--- config.mk ---
export PLATFORM = sky130hd
export DESIGN_NAME = rst_req_wdog
export DESIGN_NICKNAME = d
export VERILOG_FILES = /design/src/rtl/rst_req_wdog.sv
export SDC_FILE = /design/constraint.sdc
export NUM_CORES = 1
export LEC_CHECK = 0
export ABC_AREA = 1
export CAP_MARGIN = 25
export CORE_ASPECT_RATIO = 0.8
export CORE_MARGIN = 2
export CORE_UTILIZATION = 63
export CTS_BUF_LIST = sky130_fd_sc_hd__clkbuf_16
export DETAILED_ROUTE_END_ITERATION = 10
export PLACE_DENSITY = 0.86
export SKIP_CTS_REPAIR_TIMING = 1
export SLEW_MARGIN = 20
export SYNTH_ARGS = -nofsm -noshare
export SYNTH_HDL_FRONTEND = slang
export SYNTH_SLANG_ARGS = --single-unit
export TNS_END_PERCENT = 20
--- constraint.sdc ---
create_clock -name clk_100 -period 3.6 [get_ports clk_100]
set_input_delay 0.36 -clock clk_100 [delete_from_list [all_inputs] [get_ports clk_100]]
set_output_delay 0.36 -clock clk_100 [all_outputs]
set_load 0.02 [all_outputs]
--- src/rtl/rst_req_wdog.sv ---
// Frame-activity watchdog driving the active-low reset request.
// Define RST_REQ_WDOG_STATS_EN to add the saturating total_to counter.
module rst_req_wdog #(
  parameter int TIMEOUT   = 3000000,
  parameter int HOLD      = 200,
  parameter int MAX_RETRY = 3
) (
  input  logic        clk_100,
  input  logic        rst_n,
  input  logic        wd_en,
  input  logic        vsync,
  input  logic        kick,
  output logic        rst_req_n,
  output logic        timeout,
  output logic        fault,
  output logic [2:0]  wd_state,
`ifdef RST_REQ_WDOG_STATS_EN
  output logic [15:0] total_to,
`endif
  output logic [3:0]  retry_cnt
);

  localparam int CMAX = (HOLD > TIMEOUT) ? HOLD : TIMEOUT;
  localparam int CW   = $clog2(CMAX);

  localparam logic [CW-1:0] TO_LAST = CW'(TIMEOUT - 1);
  localparam logic [CW-1:0] HD_LAST = CW'(HOLD - 1);
  localparam logic [3:0]    RT_LAST = 4'(MAX_RETRY - 1);

  typedef enum logic [2:0] {
    S_IDLE  = 3'd0,
    S_ARMED = 3'd1,
    S_HOLD  = 3'd2,
    S_LOCK  = 3'd3
  } state_t;

  state_t        state_q, state_d;
  logic [CW-1:0] cnt_q, cnt_d;
  logic [3:0]    retry_d;
  logic          req_d, to_d, fault_d;
  logic          vsync_d;
  logic          act;

  assign act = (vsync & ~vsync_d) | kick;

  always_comb begin
    state_d = state_q;
    cnt_d   = cnt_q;
    retry_d = retry_cnt;
    req_d   = 1'b1;
    to_d    = 1'b0;
    case (state_q)
      S_IDLE: begin
        cnt_d = '0;
        if (act) state_d = S_ARMED;
      end
      S_ARMED: begin
        if (act) begin
          cnt_d   = '0;
          retry_d = '0;
        end else if (cnt_q == TO_LAST) begin
          to_d  = 1'b1;
          cnt_d = '0;
          if (retry_cnt == RT_LAST) begin
            state_d = S_LOCK;
          end else begin
            retry_d = retry_cnt + 4'd1;
            state_d = S_HOLD;
          end
        end else begin
          cnt_d = cnt_q + 1'b1;
        end
      end
      S_HOLD: begin
        req_d = 1'b0;
        // counter only advances once the request is actually low
        if (!rst_req_n) begin
          if (cnt_q == HD_LAST) begin
            req_d   = 1'b1;
            cnt_d   = '0;
            state_d = S_ARMED;
          end else begin
            cnt_d = cnt_q + 1'b1;
          end
        end
      end
      S_LOCK: ;
      default: state_d = S_IDLE;
    endcase
    if (!wd_en) begin
      state_d = S_IDLE;
      cnt_d   = '0;
      retry_d = '0;
      req_d   = 1'b1;
      to_d    = 1'b0;
    end
    fault_d = (state_d == S_LOCK);
  end

  always_ff @(posedge clk_100 or negedge rst_n) begin
    if (!rst_n) begin
      state_q   <= S_IDLE;
      cnt_q     <= '0;
      retry_cnt <= '0;
      rst_req_n <= 1'b1;
      timeout   <= 1'b0;
      fault     <= 1'b0;
      vsync_d   <= 1'b0;
    end else begin
      state_q   <= state_d;
      cnt_q     <= cnt_d;
      retry_cnt <= retry_d;
      rst_req_n <= req_d;
      timeout   <= to_d;
      fault     <= fault_d;
      vsync_d   <= vsync;
    end
  end

  assign wd_state = state_q;

`ifdef RST_REQ_WDOG_STATS_EN
  always_ff @(posedge clk_100 or negedge rst_n) begin
    if (!rst_n) begin
      total_to <= '0;
    end else if (to_d && (total_to != 16'hFFFF)) begin
      total_to <= total_to + 16'd1;
    end
  end
`endif

endmodule

Yosys cells after proc, flatten, opt, wreduce, memory -nomap -nowiden
Cells that the tools add are included.

$lt $le $gt $ge: 0. Reductions and logical operators: 3. Equality and inequality tests: 12. Shift operators: 0. Bitwise operators: 3. Div/mod/pow operators: 0. Multiply operators: 0. Add/subtract/negate cells: 2. Mux-type cells: 27.

Operator list (count): $mux 22 (5); $pmux 22 s3 (1); $add 22x1->22 const B (1); $eq 22x22->1 const B (1); $eq 22x8->1 const B (1); $mux 4 (5); $mux 3 (6); $pmux 3 s4 (1); $eq 3x2->1 const B (3); $mux 1 (9); $ne 3x3->1 const B (2); $add 4x1->4 const B (1); $eq 4x2->1 const B (1); $ne 4x1->1 const B (1); $eq 3x1->1 const B (1); $logic_not 3->1 (1); $ne 3x1->1 const B (1); $reduce_and 3->1 (1); $ne 2x1->1 const B (1); $reduce_and 2->1 (1); $and 1x1->1 (1); $not 1->1 (1); $or 1x1->1 (1).

Bits in read-only memories: 0. Logic and storage cells: 54. Memories kept: 0. Output and inout port bits: 10. Bits in registers: 33. Bits in latches: 0. Bits of input ports: 5. Bits in writable memories: 0.

Logic depth before layout (Yosys ltp)
Gate-level depths: netlist (run 1).

Depth after elaboration: 7. Gate-level depth with buffers: 13. Mapped depth without buffers: 12.

Worst setup path before layout (run 1)
No wires, ideal clock.

Path kind: register to register. Start: reg state_q[2], in the netlist wd_state[2]. End: reg cnt_q[11]. Slack: 2031 ps. Path buffers: 2. Clock period less this slack: 1569 ps. Arrival time: 1449 ps. Stages on the path, launching flop included: 11. Path through: dfrtp_1 > inv_2 > nand3_2 > nor2_2 > inv_2 > nand2_4 > buf_8 > buf_8 > nand3_1 > o21ai_1 > nor2_2.

Cells in the longest elaborated chain, start to end: 3.

RTL lines: start, declared (line 37) `state_t state_q, state_d;`; start signal, assigned (line 110) `state_q <= state_d;`; $eq 3x2->1, or another cell as far along (line 52) `case (state_q)`; $pmux 22 s3, or another cell as far along (line 52); $mux 22 / $reduce_and 2->1 (equally long branches); end signal, assigned (line 111) `cnt_q <= cnt_d;`; end, declared (line 38) `logic [CW-1:0] cnt_q, cnt_d;`.

Parallel ways exist; a longest one is shown, timed or not. A chain may end at the register's enable or synchronous reset.

Worst setup path after layout (run 1)
Start: reg cnt_q[0]. End: reg cnt_q[20].

Cells in the longest elaborated chain, start to end: 5.

RTL lines: $add 22x1->22, or another cell as far along (line 71, 83); $mux 22, on equally long branches (line 78, 61); $mux 22, on equally long branches (line 77, 58); $pmux 22 s3 * (line 52); $mux 22 * (line 90) `if (!wd_en) begin`.

Mark *: on every way between the ends. The rest lies on a longest branch, timed or not. The select of a mux whose other input is x is not followed.

==> flow_summary.toml, run 1 <==
[outcome]
status = "completed"

[detailed_routing]
drtIter0Drc = 150
wl_per_cell_um = 13.03
drt-total-wl_um = 4717
ant_nets = 0
first_pass_iters = 4
vias = 1962
drc_errors = 0
vias_per_cell = 5.420

[synth]
synth_seq_cells = 33
ys_seq_area_share_pct = 37.58
synthDistinctLibCells = 35
avgSynthCellArea_um2 = 7.312
synthCells = 301
synth.net_count = 309
syn_area_um2 = 2201
yosys_warnings = 0

[global_route]
grt_use_met3_pct = 4.309
antenna_found_initial = 0
grt_use_met1_pct = 39.40
gr-usage-met2_pct = 38.91
grt_overflow = 0
grt_pass1_vias = 1766
gr-max-usage-layer = "met1"
grt_max_degree = 34
grt.total_usage_pct = 26.08
grt_pass1_wl_um = 8217

[setup_path]
reg2reg_slack_ns = 1.79
crit_type = "reg -> reg"
worstPathArrival_ns = 1.97
reg2reg_depth = 9
end_kind = "flip-flop"
worstSetupStartpoint = "cnt_q[0]"
path_max_fanout = 6
r2r-start = "cnt_q[0]"
cp-start-kind = "flip-flop"
rr_endpoint = "cnt_q[20]"
crit_required_ns = 3.76
endpoint = "cnt_q[20]"

[power_and_ir_drop]
p_leak_nw = 1.128
peakVddDrop_mv = 0.3581
power_density_nw_per_um2 = 330.5
fin_total_pwr_uw = 818.7

[floorplan]
start_util_pct = 64.74
core.rowCount = 19
fp.dieArea_um2 = 3985
dieHeight_um = 56.87
coreArea_um2 = 3400
die-width_um = 70.08
io_pins = 15

[finish]
final_common_cell = "nand2_1"
final_nets = 327
multiInputGateArea_um2 = 1131
syn_to_final_growth_pct = 12.56
final_cell_mix = "nand2_1 (73), nor2_1 (40), inv_1 (38)"
regArea_um2 = 827.0
diodes = 0
drive_gt1_share_pct = 16.56
fin_cells = 362
final.fill_count = 271

[cts]
clkTransAtPathRegs_ns = 0.05
cts_tree = "done"
clk_path_buf_depth = 2
cts_buffers = 5
cts.sinks = 33
clkLatencyLatePin_ns = 0.27
root_buffer = "clkbuf_16"
htreeDepth = 2

[sta]
hold_viol = 0
finalSetupTns_ns = 0
finalCriticalPeriod_ns = 1.811
setup_viol = 0
fmax_mhz = 552.2
setup_slack_ns = 1.789
final_max_slew_viol_count = 0
rsz0062_at_grt = "no"
finClkSkew_ns = 0.001960
whs_ns = 0.4956
fin_crit_sh_pct = 50.31

[placement]
place_inst = 354
io_buffers = 14
pre_cts_slack_ns = 1.569
dp_hpwl_um = 3461
place.gp.congestion = 0.8809

[flow_run]
drv_cap = 0

[min_path]
hp-class = "in -> async"
==> per-stage QoR <==
step / utilization (%) / instance area (µm²)
2_1_floorplan: - / 2201
3_3_place_gp: 68.83 / 2340
3_5_place_dp: 68.83 / 2340
4_1_cts: 72.87 / 2477
5_1_grt: 72.87 / 2477
6_report: 72.87 / 2477
==> cell type report <==
cell class	count	share of cell area (%)
timing repair buffer	15	5.960
sequential	33	33.38
clock buffer	5	5.050
multi-input combinational	217	45.66
clock inverter	3	0.5050
inverter	47	7.323
tap	42	2.121
==> where the power goes <==
group          switching, mW  internal (mW)
Combinational         0.0334         0.0130
Sequential           0.00175          0.374
Clock                  0.147          0.250
Total                  0.183          0.636
==> cells by family after synthesis <==
group / count (synthesis) / share of synthesized area, %
buf+inv: 51 / 11.03
xor+xnor: 6 / 2.388
compound gates: 18 / 5.060
simple gates: 189 / 42.07
other cells: 1 / 0.1704
fa+ha+maj: 3 / 1.706
flops: 33 / 37.58
==> cells in the mapped netlist <==
| cell | number | share of area [%] |
|---|---|---|
| or2_2 | 1 | 0.28 |
| nor2_2 | 15 | 4.3 |
| nor2_4 | 3 | 1.5 |
| nor4_1 | 2 | 0.57 |
| inv_6 | 1 | 0.40 |
| nand3_1 | 23 | 5.2 |
| o31ai_1 | 1 | 0.34 |
| dfrtp_1 | 32 | 36 |
| a21oi_2 | 1 | 0.40 |
| xor2_1 | 5 | 2.0 |
| buf_6 | 1 | 0.51 |
| o21ai_1 | 1 | 0.23 |
| nand4_1 | 13 | 3.7 |
| a21oi_1 | 2 | 0.45 |
| o22ai_1 | 1 | 0.28 |
| and2_4 | 1 | 0.40 |
| nand2_2 | 5 | 1.4 |
| o21ai_0 | 10 | 2.3 |
| nand2_1 | 73 | 12 |
| buf_8 | 2 | 1.4 |
| a21oi_4 | 1 | 0.74 |
| o21bai_1 | 1 | 0.34 |
| xnor2_1 | 1 | 0.40 |
| dfstp_2 | 1 | 1.2 |
| inv_1 | 38 | 6.5 |
| buf_12 | 1 | 0.91 |
| inv_2 | 8 | 1.4 |
| nor2_1 | 40 | 6.8 |
| conb_1 | 1 | 0.17 |
| ha_1 | 3 | 1.7 |
| nor3_4 | 1 | 0.74 |
| nor3_1 | 4 | 0.91 |
| nand3_2 | 5 | 2.3 |
| nand2_4 | 2 | 1.0 |
| nor3_2 | 1 | 0.45 |
==> flip-flops by register name, summed over array words and instances (netlist names) <==
signal     count
cnt_q         22
retry_cnt      4
wd_state       3
fault          1
rst_req_n      1
timeout        1
vsync_d        1
==> worst min path at each step <==
stage                         from         to  depth (start not counted)
after floorplan              rst_n   cnt_q[0]                          0
after global placement    cnt_q[1]   cnt_q[1]                          2
after detailed placement  cnt_q[1]   cnt_q[1]                          2
after CTS                    rst_n  cnt_q[12]                          2
after global routing         rst_n  cnt_q[18]                          2
final                        rst_n  cnt_q[19]                          2
==> layer usage <==
layer  routed length (µm)  up-vias  share of wire, %
met3                  250       11               5.3
met4                   70        0               1.5
li1                     -      987                 -
met2                 2065       58                44
met5                    0        -                 0
met1                 2330      906                49
==> critical path, cell delays in order, from the launching register on <==
cell,delay (ns)
dfrtp_1,0.41
ha_1,0.25
nand3_2,0.15
inv_1,0.18
nand3_1,0.15
nor2_4,0.18
and2_4,0.18
nand4_1,0.08
nand2_1,0.09
nor2_2,0.03
(Power assumes the default switching activity.)
==> run 2, diff against run 1 <==
--- a/config.mk
+++ b/config.mk
@@ -9,10 +9,10 @@
 export CAP_MARGIN = 25
 export CORE_ASPECT_RATIO = 0.8
 export CORE_MARGIN = 2
-export CORE_UTILIZATION = 63
+export CORE_UTILIZATION = 53
 export CTS_BUF_LIST = sky130_fd_sc_hd__clkbuf_16
 export DETAILED_ROUTE_END_ITERATION = 10
-export PLACE_DENSITY = 0.86
+export PLACE_DENSITY = 0.78
 export SKIP_CTS_REPAIR_TIMING = 1
 export SLEW_MARGIN = 20
 export SYNTH_ARGS = -nofsm -noshare
==> constraint.sdc (replaced) <==
create_clock -name clk_100 -period 1.55 [get_ports clk_100]
set_input_delay 0.155 -clock clk_100 [delete_from_list [all_inputs] [get_ports clk_100]]
set_output_delay 0.155 -clock clk_100 [all_outputs]
set_load 0.02 [all_outputs]
==> run 2 against run 1 <==
  * The run now ends with setup timing left
  * Critical path depth grew 1
  * Global-route usage shrank 0.20 points
  * Utilization grew 4.3 points
  * Clock power grew 130%
  * Non-clock buffer count is 40 higher
  * Wire length up 36%
  * Sequential power grew 130%
  * First-iteration DRC count is 87% higher
  * Setup slack got worse by 1.9 ns
  * Clock-buffer cell count unchanged
  * Largest power group unchanged
==> flow_summary.toml, run 2 (synthesized netlist as in run 1, its figures left out) <==
[outcome]
status = "complete, but fails checks"
violations = "setup timing"

[finish]
final_nets = 369
largest_register_ffs = 22
diodes = 0
fin_cells = 417
regArea_um2 = 830.8
final.fill_count = 266
fin_util_pct = 77.16
final_common_cell = "nand2_1"
final_cell_mix = "nand2_1 (66), buf_4 (39), inv_1 (36)"
drive_gt1_share_pct = 34.81
largest_register = "cnt_q"
multiInputGateArea_um2 = 1257
syn_to_final_growth_pct = 35.99

[cts]
cts_buffers = 5
clk_path_buf_depth = 2
clkLatencyLatePin_ns = 0.28
clkTransAtPathRegs_ns = 0.05
root_buffer = "clkbuf_16"
cts.sinks = 33
cts_tree = "done"
htreeDepth = 2

[placement]
place.gp.congestion = 0.9398
place_inst = 407
io_buffers = 14
dp_hpwl_um = 4210

[setup_path]
crit_type = "reg -> reg"
r2r-start = "cnt_q[1]"
path_max_fanout = 4
cp-start-kind = "flip-flop"
rr_endpoint = "cnt_q[10]"
reg2reg_depth = 10
crit_required_ns = 1.71
end_kind = "flip-flop"
reg2reg_slack_ns = -0.14
worstPathArrival_ns = 1.85
worstSetupStartpoint = "cnt_q[1]"

[sta]
finClkSkew_ns = 0.005561
fin_crit_sh_pct = 109.1
rsz0062_at_grt = "yes"
setup_slack_ns = -0.1415
relSlewSlack_pct = 61.24
finalCriticalPeriod_ns = 1.692
fmax_mhz = 591.2
tightest_slew_ns = 0.5795
final_max_slew_viol_count = 0
setup_viol = 26
hold_viol = 0

[detailed_routing]
vias = 2269
drtIter0Drc = 280
ant_nets = 0
first_pass_iters = 7
drt-total-wl_um = 6423
vias_per_cell = 5.441
wl_per_cell_um = 15.40
drc_errors = 0

[global_route]
grt_max_degree = 19
grt.total_usage_pct = 25.88
grt_pass1_wl_um = 9446
antenna_found_initial = 0
grt_pass1_vias = 2069
grt_overflow = 0

[power_and_ir_drop]
peakVddDrop_mv = 0.6572
p_leak_nw = 1.423
seq_power_share_pct = 44.1
netSwitchingPower_uw = 456.1
p_int_mw = 1.517
swShare_pct = 23.12
comb_power_share_pct = 9.3
power_density_nw_per_um2 = 659.1
clkPwrFrac_pct = 46.6

[floorplan]
start_util_pct = 56.74
io_pins = 15
coreArea_um2 = 3879
fp.dieArea_um2 = 4687
dieHeight_um = 61.64
core.rowCount = 20
die-width_um = 76.05

[min_path]
hp-class = "in -> async"

[flow_run]
drv_cap = 0
run 2: cell count changes in the layout (fill, tap and decap cells not counted), moves of 5 or more:
| cell | change |
|---|---|
| buf_4 | +38 |
| nor2_1 | -14 |
| nor2_2 | +11 |
| nand2_1 | -7 |
| nand2_2 | +5 |
run 2: worst max-delay path by stage:
stage	end	cells after the start	slack (ns)
global route	retry_cnt[2]	9	-0.20
CTS	fault	10	-0.15
finish	cnt_q[10]	10	-0.14
detailed placement	fault	10	-0.12
floorplan	cnt_q[3]	13	0.02
global placement	fault	10	-0.04
run 2: worst max-delay path, cell delays in order (launching register included):
cell     delay (ns)
dfrtp_1        0.40
ha_4           0.18
nand3_2        0.14
nor2_4         0.16
nand3_2        0.11
nand2_1        0.11
nand2_2        0.08
nand2_4        0.11
nand2_8        0.11
nand2_2        0.10
nor2_1         0.06
run 2: metrics by stage:
step	hold slack [ns]	instance area, µm²	power (mW)	setup TNS, ns	worst slack (ns)
6_report	0.2462	2993	1.973	-2.563	-0.1415
5_1_grt	0.2608	2993	2.035	-4.511	-0.1981
4_1_cts	0.2522	2819	1.947	-2.089	-0.1487
3_5_place_dp	0.5432	2683	1.042	-1.827	-0.1207
3_3_place_gp	0.5422	2683	1.039	-0.2634	-0.04486
2_1_floorplan	-0.1406	2202	0.9600	0	0.01527
run 2: per-layer routing:
metal | vias to the layer above | GRT usage, % | routed length, µm
li1 | 1064 | - | -
met1 | 1055 | 35.53 | 2720
met2 | 113 | 43.62 | 2932
met3 | 37 | 4.692 | 495
met4 | 0 | 7.013 | 274
met5 | - | 0 | 0
run 2: power groups by stage:
stage	logic, mW	clock network (mW)	registers (mW)
floorplan	0.0696	0	0.890
global placement	0.154	0	0.885
detailed placement	0.157	0	0.885
CTS	0.158	0.919	0.870
global route	0.198	0.966	0.870
finish	0.183	0.919	0.871
run 2: area by class of cell:
| type | count | share of cell area [%] |
|---|---|---|
| Tap cell | 55 | 2.299 |
| Clock inverter | 3 | 0.3763 |
| Inverter | 47 | 6.396 |
| Clock buffer | 5 | 4.181 |
| Timing Repair Buffer | 55 | 16.05 |
| Sequential cell | 33 | 27.76 |
| Multi-Input combinational cell | 217 | 42.02 |
| Timing Repair inverter | 2 | 0.9197 |
==> run 3, diff against run 2 <==
--- a/config.mk
+++ b/config.mk
@@ -11,6 +11,7 @@
 export CORE_MARGIN = 2
 export CORE_UTILIZATION = 53
 export CTS_BUF_LIST = sky130_fd_sc_hd__clkbuf_16
+export CTS_CLUSTER_DIAMETER = 200
 export DETAILED_ROUTE_END_ITERATION = 10
 export PLACE_DENSITY = 0.78
 export SKIP_CTS_REPAIR_TIMING = 1
==> results of run 3 <==
No change in the layout: final DEF, timing and power equal those of run 2.
==> RTL edit 1, RTL diff (flow settings as in run 2) <==
Register the output `fault` once more, with the module's reset; this adds one clock of latency there. The other outputs are not delayed to match.
--- a/src/rtl/rst_req_wdog.sv
+++ b/src/rtl/rst_req_wdog.sv
@@ -33,6 +33,8 @@
     S_HOLD  = 3'd2,
     S_LOCK  = 3'd3
   } state_t;
+
+  logic fault_s0;
 
   state_t        state_q, state_d;
   logic [CW-1:0] cnt_q, cnt_d;
@@ -104,7 +106,7 @@
       retry_cnt <= '0;
       rst_req_n <= 1'b1;
       timeout   <= 1'b0;
-      fault     <= 1'b0;
+      fault_s0  <= 1'b0;
       vsync_d   <= 1'b0;
     end else begin
       state_q   <= state_d;
@@ -112,7 +114,7 @@
       retry_cnt <= retry_d;
       rst_req_n <= req_d;
       timeout   <= to_d;
-      fault     <= fault_d;
+      fault_s0  <= fault_d;
       vsync_d   <= vsync;
     end
   end
@@ -129,5 +131,13 @@
   end
 `endif
 
+  always_ff @(posedge clk_100 or negedge rst_n) begin
+    if (!rst_n) begin
+      fault <= '0;
+    end else begin
+      fault <= fault_s0;
+    end
+  end
+
 endmodule
 
Function: no difference found for any inputs over 10 cycles, from zero or initial values and one cycle with rst_n low; that may be too few to reach the edited logic, so the function may still have changed.
==> RTL edit 1 against run 2 <==
  * Routed wire length down 14%
  * Cell area decreased by 1.4%
  * Sequential cell count rose by 1
  * Clock power grew 2.4%
  * Setup slack gained 53 ps
  * Synthesized area grew 1.1%
  * Largest cell class unchanged
  * Critical path type unchanged
  * The run still ends with negative setup slack left
  * Synthesized cell count up 0.33%
  * Power increased by 2.0%
==> RTL edit 1: results (changes against run 2) <==
[power_and_ir_drop]
leakagePower_nw=1.36  ; -4.4%
peak_vdd_ir_v=0.000565  ; -14%

[critical_path]
cp_data_arrival_time_ps=1800  ; -50 ps
timing.reg2reg.worst_path_depth=10  ; unchanged
critPathMaxFanout=3  ; -1
cell_type_of_the_slowest_stage_on_the_worst_timing_path=sky130_fd_sc_hd__dfrtp_1
crit_family=simple AND/OR/NAND/NOR gates

[placement]
place.port_buffers=14  ; unchanged
gp_routability_congestion=0.931  ; -0.96%
inst_count_dp=405  ; -0.49%
dpl_cell_area_mm2=0.00265  ; -1.3%
dp_slack_ps=-67.8  ; +52.8 ps
place_hpwl_mm=3.70  ; -12%

[route]
drt_first_iter_violations=256  ; -8.6%
route.vias.total=2166  ; -4.5%
routed_length_per_placed_instance_um=13.3  ; -14%
drt-pass1-iter-count=6  ; -1
post-route-drc-count=0  ; unchanged

[yosys]
commonest_cells_post_synth=73 x sky130_fd_sc_hd__nand2_1, 40 x sky130_fd_sc_hd__nor2_1, 38 x sky130_fd_sc_hd__inv_1
synth_largest_type_area_fraction_pct=37.1  ; +0.72 points
synth.area.top_cells=sky130_fd_sc_hd__dfrtp_1 37%, sky130_fd_sc_hd__nand2_1 12%, sky130_fd_sc_hd__nor2_1 6.7%, sky130_fd_sc_hd__inv_1 6.4%, sky130_fd_sc_hd__nand3_1 5.2%
ys_dominant_reg_cell=sky130_fd_sc_hd__dfrtp_1
register_area_share_after_synthesis_pct=38.3  ; +0.70 points
syn-num-nets=310  ; +0.32%
syn_area_per_cell_um2=7.37  ; +0.80%

[finish]
number_of_nets_at_the_end_of_the_flow=367  ; -0.54%
fraction_of_cell_area_in_non_clock_buffers_pct=14.6  ; -1.5 points
seq_area_um2=855  ; +2.9%
drive_gt1_share_pct=32.2  ; -2.6 points
largest_register_ffs=22  ; unchanged
syn2layout_area_growth_pct=32.6
area_share_clock_buf_inv_pct=4.66  ; +0.11 points
multi_input_area_share_pct=42.1  ; about the same
fillers=294  ; +11%
n_all_buffers=52  ; -5.5%

[run_status]
run_status=finished, violations left
failed_checks=negative setup slack

[cts]
clock-sinks=34  ; +3.0%
cts_max_level=2  ; unchanged

[global_route]
first_global_vias=1775  ; -14%
grt_max_degree=35  ; +16
grtUsageMet2_pct=34.3  ; -9.4 points
grt.total_usage_pct=22.4  ; -3.5 points
grt_pass1_wl_mm=8.07  ; -15%
grt_util_met1_pct=31.3  ; -4.3 points
grt.met3_usage_pct=6.50  ; +1.8 points

[floorplanning]
placeableCoreArea_mm2=0.00410  ; +5.7%

[sta]
worst_slack_ps=-88.9  ; +52.6 ps
hold_viol_final=0  ; unchanged
finalSetupViolations=20  ; -23%
finalMaxSlewViolations=0  ; unchanged
clock-skew-final_ps=2.40  ; -3.16 ps

[min_path]
hold_path.class=primary input to asynchronous set/reset pin

RTL edit 1: changes by cell type in the layout (fill, tap and decap cells not counted), moves of 2 or more:
cell,before,now
sky130_fd_sc_hd__nand2_1,66,68
sky130_fd_sc_hd__nor2_2,26,23
sky130_fd_sc_hd__nor2_1,26,28
sky130_fd_sc_hd__dfrtp_1,29,31
sky130_fd_sc_hd__buf_12,2,0
RTL edit 1: stage by stage:
step	setup TNS [ps]	power, mW	hold slack (ps)
6_report	-653	2.01	290
5_1_grt	-2840	2.08	359
4_1_cts	-1060	1.99	309
3_3_place_gp	-257	1.06	334
2_1_floorplan	0	0.987	-141
3_5_place_dp	-789	1.06	341
RTL edit 1: cells by family after synthesis:
kind of cell	Yosys count	synth area share, %
xor+xnor	6	2.36
buf+inv	51	10.9
other cells	1	0.168
fa+ha+maj	3	1.69
compound gates	18	5.00
flops	34	38.3
simple gates	189	41.6
RTL edit 1: power breakdown:
group | switching (mW) | total (mW) | internal, mW
sequential | 0.00282 | 0.897 | 0.894
clock | 0.361 | 0.941 | 0.580
combinational | 0.106 | 0.174 | 0.0681
total | 0.470 | 2.01 | 1.54
RTL edit 1: final timing paths:
check                           startpoint        end  slack [ps]
min in group clk_100              fault_s0      fault         360
worst min register to register    fault_s0      fault         360
worst max-delay path              cnt_q[1]   fault_s0         -90
worst max register to register    cnt_q[1]   fault_s0         -90
max in group asynchronous            rst_n  rst_req_n         920
worst min-delay path                 rst_n  cnt_q[17]         290
RTL edit 1: per-layer routing:
metal | wire length, um | share of wire, %
met4 | 105 | 1.9
met2 | 2490 | 45
met1 | 2540 | 46
met5 | 0 | 0
met3 | 421 | 7.6
==> RTL edit 2, RTL diff (config.mk and constraints of run 2) <==
Made on the original files. The option `RST_REQ_WDOG_STATS_EN` is turned on by a define.
--- a/src/rtl/rst_req_wdog.sv
+++ b/src/rtl/rst_req_wdog.sv
@@ -1,5 +1,7 @@
 // Frame-activity watchdog driving the active-low reset request.
 // Define RST_REQ_WDOG_STATS_EN to add the saturating total_to counter.
+`define RST_REQ_WDOG_STATS_EN
+
 module rst_req_wdog #(
   parameter int TIMEOUT   = 3000000,
   parameter int HOLD      = 200,
Function (old outputs only; new: total_to): kept (equiv_simple and equiv_induct, registers matched by name and starting in step).
==> RTL edit 2 against run 2 <==
  * The flow still finishes with violations (negative setup slack)
  * Clock skew up 4.2 ps
  * Synthesized area up 44%
  * Cell area up 47%
  * Setup slack better by 41 ps
  * Routed wire length up 40%
  * Sequential cell count up 16
  * Power up 38%
  * First-iteration DRC count up 10%
  * Critical path type unchanged
  * Largest cell class unchanged
  * Highest routed layer unchanged
==> RTL edit 2: results (changes against run 2) <==
[placement]
place.port_buffers=30  ; +16
dpl_cell_area_mm2=0.00403  ; +50%
place_hpwl_mm=6.49  ; +54%
gp_routability_congestion=0.889  ; -5.4%

[critical_path]
crit_path_max_incr_delay_ps=420  ; +20 ps
critPathMaxFanout=6  ; +2

[power_and_ir_drop]
peak_vdd_ir_v=0.000556  ; -15%
leakagePower_nw=2.25  ; +58%

[sta]
hold_viol_final=0  ; unchanged
timing.max_slew.rel_slack_pct=64.5  ; +3.2 points
worst_slack_ps=-101  ; +40.6 ps
finalSetupViolations=36  ; +38%
clock-skew-final_ps=9.78  ; +4.22 ps

[yosys]
syn-num-nets=482  ; +56%
register_area_share_after_synthesis_pct=38.7  ; +1.2 points
synthesis.yosys.warnings=0  ; unchanged
commonest_cells_post_synth=133 x sky130_fd_sc_hd__nand2_1, 85 x sky130_fd_sc_hd__nor2_1, 59 x sky130_fd_sc_hd__inv_1
post_synth_num_cell_types=30  ; -14%
synthArstFlopShare_pct=100  ; unchanged
synth.area.top_cells=sky130_fd_sc_hd__dfrtp_1 38%, sky130_fd_sc_hd__nand2_1 16%, sky130_fd_sc_hd__nor2_1 10%, sky130_fd_sc_hd__nand3_1 7.9%, sky130_fd_sc_hd__inv_1 7.0%

[run_status]
run_status=finished, violations left
failed_checks=negative setup slack

[global_route]
gr-total-overflow=0  ; unchanged
grt_max_degree=31  ; +12
first_global_vias=3107  ; +50%
grt_pass1_wl_mm=14.1  ; +49%
grt.total_usage_pct=26.7  ; +0.81 points

[route]
drt_first_iter_violations=308  ; +10%
routed_wl_mm=9.01  ; +40%
vias_per_cell=5.35  ; -1.7%
drt-pass1-iter-count=5  ; -2

[finish]
number_of_nets_at_the_end_of_the_flow=573  ; +55%
drive_gt1_share_pct=22.8  ; -12 points
antennaDiodeCount=0  ; unchanged
largestRegisters=cnt_q x22, total_to x16, retry_cnt x4

[min_path]
hold_path.class=primary input to flip-flop

[cts]
cts_buffers=5  ; unchanged
cts.clk_slew.worst_paths_ps=70  ; +20 ps

-- RTL edit 2: cell types whose count changed after synthesis, sizes merged, moves of 7 or more --
cell,before,now
o21ai,11,19
nand2,80,139
nand3,28,52
inv,47,61
nor3,6,13
nor2,58,89
dfrtp,32,48
-- RTL edit 2: path summary, 6_finish.rpt --
check / startpoint / end / slack (ps) / cells after the start
worst max-delay path: cnt_q[14] / total_to[10] / -100 / 10
worst min-delay path: vsync / vsync_d / 350 / 1
worst max register to register: cnt_q[14] / total_to[10] / -100 / 10
worst min register to register: total_to[15] / total_to[15] / 530 / 2
max in group asynchronous: rst_n / cnt_q[4] / 620 / 3
min in group asynchronous: rst_n / vsync_d / 370 / 2
-- RTL edit 2: layer usage --
layer / GRT usage, % / part of all wire, %
met1: 38.6 / 46
met2: 42.0 / 46
met3: 4.13 / 6.7
met4: 7.86 / 1.0
met5: 0 / 0
-- RTL edit 2: kinds of logic after synthesis --
group                      count (synthesis)  synth area share (%)
and+or+nand+nor                          311                  42.1
buffers and inverters                     68                  8.72
DFF                                       49                  38.7
AOI/OAI and AO/OA                         24                  4.30
xor gates and xnor gates                  16                  4.42
adders and majority gates                  4                  1.58
other                                      1                 0.118
-- RTL edit 2: power by group --
group	leakage, nW	internal, mW	switching (mW)	total, mW
clock network	0.0850	0.753	0.469	1.22
registers	0.664	1.29	0.0115	1.30
logic	1.50	0.0731	0.119	0.192
-- RTL edit 2: final cells by class --
class                           count  area (um^2)
Tap cell                           81          101
Multi-Input combinational cell    356         1840
Clock buffer                        5          125
Timing Repair Buffer               91          831
Fill cell                         421         1440
Sequential cell                    49         1240
Clock inverter                      3         38.8
Inverter                           61          231
-- RTL edit 2: stage by stage --
stage / total power, mW / setup TNS [ps] / instances / setup WS, ps / hold slack (ps)
floorplan: 1.40 / -89.4 / 473 / -13.0 / -141
global placement: 1.50 / -3720 / 633 / -172 / 157
detailed placement: 1.50 / -4590 / 633 / -209 / 154
CTS: 2.71 / -5150 / 641 / -176 / -155
global route: 2.81 / -7660 / 646 / -272 / 349
finish: 2.71 / -2550 / 646 / -101 / 349
